### src/rtl/mix_columns_serial.sv
// mix_columns_serial: column-serial AES MixColumns stage.
// One 32-bit column is mixed per clock through a single shared column
// multiplier. Blocks enter and leave over valid/ready handshakes, and a
// per-block bypass flag passes the state through unmixed (final round).
// Optional build macro: MIX_COLUMNS_INVERSE_EN adds InvMixColumns, selected
// per block by in_inverse. Without it, in_inverse is ignored.
module mix_columns_serial (
    input  logic         clock,
    input  logic         reset,
    input  logic         in_valid,
    output logic         in_ready,
    input  logic [127:0] in_data,
    input  logic         in_bypass,
    input  logic         in_inverse,
    output logic         out_valid,
    input  logic         out_ready,
    output logic [127:0] out_data,
    output logic         busy
);

    localparam logic [1:0] IDLE = 2'd0;
    localparam logic [1:0] COL  = 2'd1;
    localparam logic [1:0] DONE = 2'd2;

    logic [1:0]   fsm;
    logic [1:0]   col;
    logic [127:0] state_q;
    logic [127:0] next_state;
    logic [31:0]  cur_col;
    logic [31:0]  mixed_col;

    function automatic logic [7:0] xtime(input logic [7:0] b);
        return {b[6:0], 1'b0} ^ (b[7] ? 8'h1B : 8'h00);
    endfunction

    function automatic logic [31:0] mix_fwd(input logic [31:0] c);
        logic [7:0] a0, a1, a2, a3;
        a0 = c[31:24];
        a1 = c[23:16];
        a2 = c[15:8];
        a3 = c[7:0];
        return {xtime(a0) ^ xtime(a1) ^ a1 ^ a2 ^ a3,
                a0 ^ xtime(a1) ^ xtime(a2) ^ a2 ^ a3,
                a0 ^ a1 ^ xtime(a2) ^ xtime(a3) ^ a3,
                xtime(a0) ^ a0 ^ a1 ^ a2 ^ xtime(a3)};
    endfunction

`ifdef MIX_COLUMNS_INVERSE_EN
    logic inverse_q;

    function automatic logic [7:0] mul9(input logic [7:0] b);
        return xtime(xtime(xtime(b))) ^ b;
    endfunction

    function automatic logic [7:0] mulb(input logic [7:0] b);
        return xtime(xtime(xtime(b))) ^ xtime(b) ^ b;
    endfunction

    function automatic logic [7:0] muld(input logic [7:0] b);
        return xtime(xtime(xtime(b))) ^ xtime(xtime(b)) ^ b;
    endfunction

    function automatic logic [7:0] mule(input logic [7:0] b);
        return xtime(xtime(xtime(b))) ^ xtime(xtime(b)) ^ xtime(b);
    endfunction

    function automatic logic [31:0] mix_inv(input logic [31:0] c);
        logic [7:0] a0, a1, a2, a3;
        a0 = c[31:24];
        a1 = c[23:16];
        a2 = c[15:8];
        a3 = c[7:0];
        return {mule(a0) ^ mulb(a1) ^ muld(a2) ^ mul9(a3),
                mul9(a0) ^ mule(a1) ^ mulb(a2) ^ muld(a3),
                muld(a0) ^ mul9(a1) ^ mule(a2) ^ mulb(a3),
                mulb(a0) ^ muld(a1) ^ mul9(a2) ^ mule(a3)};
    endfunction
`else
    logic unused_inverse;
    assign unused_inverse = in_inverse;
`endif

    // Status outputs decode registered state only.
    assign in_ready  = (fsm == IDLE);
    assign out_valid = (fsm == DONE);
    assign busy      = (fsm == COL);
    assign out_data  = state_q;

    // Select the column being processed and run it through the multiplier.
    always_comb begin
        cur_col = '0;
        case (col)
            2'd0:    cur_col = state_q[127:96];
            2'd1:    cur_col = state_q[95:64];
            2'd2:    cur_col = state_q[63:32];
            default: cur_col = state_q[31:0];
        endcase
`ifdef MIX_COLUMNS_INVERSE_EN
        mixed_col = inverse_q ? mix_inv(cur_col) : mix_fwd(cur_col);
`else
        mixed_col = mix_fwd(cur_col);
`endif
    end

    // Write the mixed column back; the other three columns hold.
    always_comb begin
        next_state = state_q;
        case (col)
            2'd0:    next_state[127:96] = mixed_col;
            2'd1:    next_state[95:64]  = mixed_col;
            2'd2:    next_state[63:32]  = mixed_col;
            default: next_state[31:0]   = mixed_col;
        endcase
    end

    // Control FSM and state register.
    always_ff @(posedge clock) begin
        if (reset) begin
            fsm     <= IDLE;
            col     <= '0;
            state_q <= '0;
`ifdef MIX_COLUMNS_INVERSE_EN
            inverse_q <= 1'b0;
`endif
        end else begin
            case (fsm)
                IDLE: begin
                    if (in_valid) begin
                        state_q <= in_data;
`ifdef MIX_COLUMNS_INVERSE_EN
                        inverse_q <= in_inverse;
`endif
                        col <= '0;
                        fsm <= in_bypass ? DONE : COL;
                    end
                end
                COL: begin
                    state_q <= next_state;
                    col     <= col + 2'd1;
                    if (col == 2'd3) fsm <= DONE;
                end
                DONE: begin
                    if (out_ready) fsm <= IDLE;
                end
                default: fsm <= IDLE;
            endcase
        end
    end

endmodule

### config.mk
export PLATFORM = sky130hd
export DESIGN_NAME = mix_columns_serial
export DESIGN_NICKNAME = d
export VERILOG_FILES = /design/src/rtl/mix_columns_serial.sv
export SDC_FILE = /design/constraint.sdc
export NUM_CORES = 1
export LEC_CHECK = 0
export ABC_AREA = 1
export CAP_MARGIN = 0
export CORE_MARGIN = 3
export CORE_UTILIZATION = 42
export DETAILED_ROUTE_END_ITERATION = 16
export GPL_TIMING_DRIVEN = 0
export PLACE_DENSITY = 0.77
export SETUP_SLACK_MARGIN = 0.15
export SLEW_MARGIN = 20
export SYNTH_ARGS = -nofsm -noshare
export SYNTH_HDL_FRONTEND = slang
export SYNTH_SLANG_ARGS = --single-unit
export TNS_END_PERCENT = 50
### constraint.sdc
create_clock -name clock -period 2.1 [get_ports clock]
set_clock_uncertainty 0.15 [all_clocks]
set_input_delay 0.21 -clock clock [delete_from_list [all_inputs] [get_ports clock]]
set_output_delay 0.21 -clock clock [all_outputs]
set_load 0.005 [all_outputs]
==> impl_metrics.toml <==
[cells_and_area]
n_antenna_cell = 0
stdcell_count = 1848
multi_input_area_mm2 = 0.00642
fillCellCount = 1244
drive_gt1_share_pct = 30.3
post-route-util_pct = 78.6
final_area_mm2 = 0.0144
synthToLayoutAreaGrowth_pct = 79.9
nNetsFinal = 1746
layout.area.seq_mm2 = 0.00265

[clocking]
cts_sinks = 132
numCtsBuffers = 17
clk_pin_slew_ps = 70
cts-root-buf = "clkbuf_16"
clockBufferDepth = 2
htree_num_levels = 4
worstSkewPairLatency_ps = 440
cts_hold_buf = 0
cts_tree = "done"

[synth]
postSynthCellCount = 1242
synth_seq_area_share_pct = 33.0
yosysUniqueCellTypes = 33
netlist_area_mm2 = 0.00801
syn_area_per_cell_um2 = 6.45
ys_warn_count = 0
synth_nets = 1381
synth_seq_cells = 132

[status]
violations = "negative setup slack"
outcome = "complete, but fails checks"

[setup_path]
regToRegSetupSlack_ps = -500
rr_endpoint = "out_data[51]"
rr_worst_depth = 17
cpPeakStageDelay_ps = 410
r2r_start = "col[0]"
path_max_fanout = 7
crit_type = "flop to flop"
endpoint_kind = "flop"
arrival_ps = 2820
start_kind = "flop"
path_cells = "inv_6 > ha_4 > buf_12 > buf_12 > a21oi_1 > nand2_1 > nand2_4 > inv_2 > nand2_4 > nand2_2 > nand2_1 > nand2_1 > nand2_1 > nand2_1 > nand2_2 > nand3_4 > a21oi_2"
cp_common_cell = "nand2_1"
required_ps = 2320
critPathSlowestCell = "dfxtp_4"

[timing]
relSlewSlack_pct = 48.1
worst_slack_ps = -495
final.period_utilization_pct = 124
fmax_ghz = 0.385
slew_viol_final = 0
rsz0062_at_grt = "true"
tightest_slew_ps = 779
setup_viol = 129
fin_crit_ps = 2600
hold-worst-slack_ps = 250
hold_viol = 0
tns_ps = -42550

[global_route]
overflow = 0
grt_max_degree = 17
grt_usage_pct = 41.1
grt_pass1_wl_um = 64200
antenna_found_initial = 0
first_global_vias = 11100

[placement]
numPortBuffers = 263
dpl.hpwl_um = 30300
place_inst = 1734
placed_cell_area_mm2 = 0.0111
gp_congestion = 0.967

[floorplanning]
start_util_pct = 43.7
core_area_mm2 = 0.0183
num_io_pins = 265
die_y_um = 144
core.rowCount = 49
die_w_um = 144
die_area_mm2 = 0.0208

[routing]
drcViolationCount = 0
dr.pass1.iters = 6
ant_nets = 0
wirelength_um = 47000
vias = 11800
via_per_inst = 6.38
wl_per_cell_um = 25.4
drtIter0Drc = 1449

[hold_path]
holdPathEnd = "out_data[110]"
min_path_cells = 3
hold_class = "input pin to flop"
hold_path_startpoint = "in_data[110]"

[power_and_ir_drop]
peakVddDrop_uv = 690
p_per_area_mw_per_mm2 = 1140
power.leakage_nw = 5.99

[flow_run]
drv_cap = 0
-- timing repair --
item	in CTS	in global routing
cloned	3	1
setup endpoints to repair	132	131
pin swaps	66	56
gates resized for setup	273	177
setup buffers	58	21
-- area by class of cell --
type,count,share of cell area (%)
plain buffers,73,4.13
clock buffers,20,3.17
clock inverters,11,1.22
inverters,66,1.87
multi-input cells,971,44.6
flip-flops and latches,132,18.4
well taps,229,1.99
repair buffers,346,24.7
-- metal layers --
metal	GRT usage, %	wire length [um]	vias up	share of wire (%)
met5	0	0	-	0
met4	24.3	3440	0	7.3
met3	12.7	6190	284	13
met2	63.5	20600	1084	44
met1	50.5	16800	5492	36
li1	-	-	4932	-
-- worst max path at each step --
stage,slack (ps),from,cells after the start,to
after floorplan,40,col[0],14,out_data[100]
after global placement,-810,col[1],9,out_data[77]
after detailed placement,-910,fsm[0],8,out_data[94]
after CTS,-300,col[0],14,out_data[2]
after global routing,-520,col[1],19,out_data[115]
final,-500,col[0],17,out_data[51]
-- placed cells by master, fill, tap and decap left out, types with 4 or more instances in the layout --
master and count:
a21oi_1 190, a21oi_2 72, buf_12 27, buf_16 4, buf_4 51, buf_6 18
bufinv_16 4, clkbuf_1 38, clkbuf_16 18, clkbuf_2 11, clkdlybuf4s50_1 262, clkinv_4 4
dfxtp_1 129, ha_4 4, inv_1 34, inv_2 26, nand2_1 275, nand2_2 93
nand2_4 22, nand3_1 32, nand3_2 20, nand3_4 27, nand4_1 4, nor2_1 13
nor2_2 5, nor2_4 10, o21ai_0 131, o21ai_4 5, o22ai_4 22, xnor2_2 4
xor2_1 6, xor2_2 6, xor2_4 4
-- synthesized netlist by cell type (all sizes together) --
cell | count | share of area (%)
nand3 | 79 | 5.3
o21bai | 2 | 0.37
a31oi | 2 | 0.16
nand2 | 391 | 18
a21oi | 265 | 17
a21o | 3 | 0.28
inv | 65 | 3.0
o22ai | 24 | 4.2
nor2 | 28 | 1.5
o21ai | 139 | 8.7
nand4 | 4 | 0.31
nand3b | 3 | 0.28
buf | 21 | 1.8
xor2 | 16 | 1.8
clkinv | 1 | 0.047
clkbuf | 52 | 2.4
dfxtp | 132 | 33
a22o | 1 | 0.11
xnor2 | 8 | 0.87
ha | 5 | 0.78
a211oi | 1 | 0.094
-- state kept, by name, summed over array words and instances (netlist names) --
name      cells
col           2
fsm           2
out_data    128
-- kinds of logic (layout without fill, tap and decap cells) --
group,Yosys count,in the layout,share of synthesized area [%]
compound gates,437,437,30.4
xor+xnor,24,24,2.72
fa+ha+maj,5,5,0.781
buf+inv,139,516,7.31
flops,132,132,33.0
simple gates,505,505,25.8
-- critical path, delay by kind of cell (launching register included) --
family                     cells  cell delay, ps
and+or+nand+nor               10             980
DFF                            1             410
AOI/OAI and AO/OA              2             380
buffers and inverters          4             410
adders and majority gates      1             160
-- power by group --
part           switching, mW  internal, mW
logic                   5.61          3.91
registers              0.559          3.02
clock network           1.30          2.05
total                   7.46          8.98
-- stage by stage --
step	setup WS, ps	power (mW)
6_report	-495	16.4
5_1_grt	-522	17.0
4_1_cts	-302	14.8
3_5_place_dp	-905	9.86
3_3_place_gp	-815	9.77
2_1_floorplan	38.0	7.15
No activity file was read; power rests on OpenSTA's default activity.
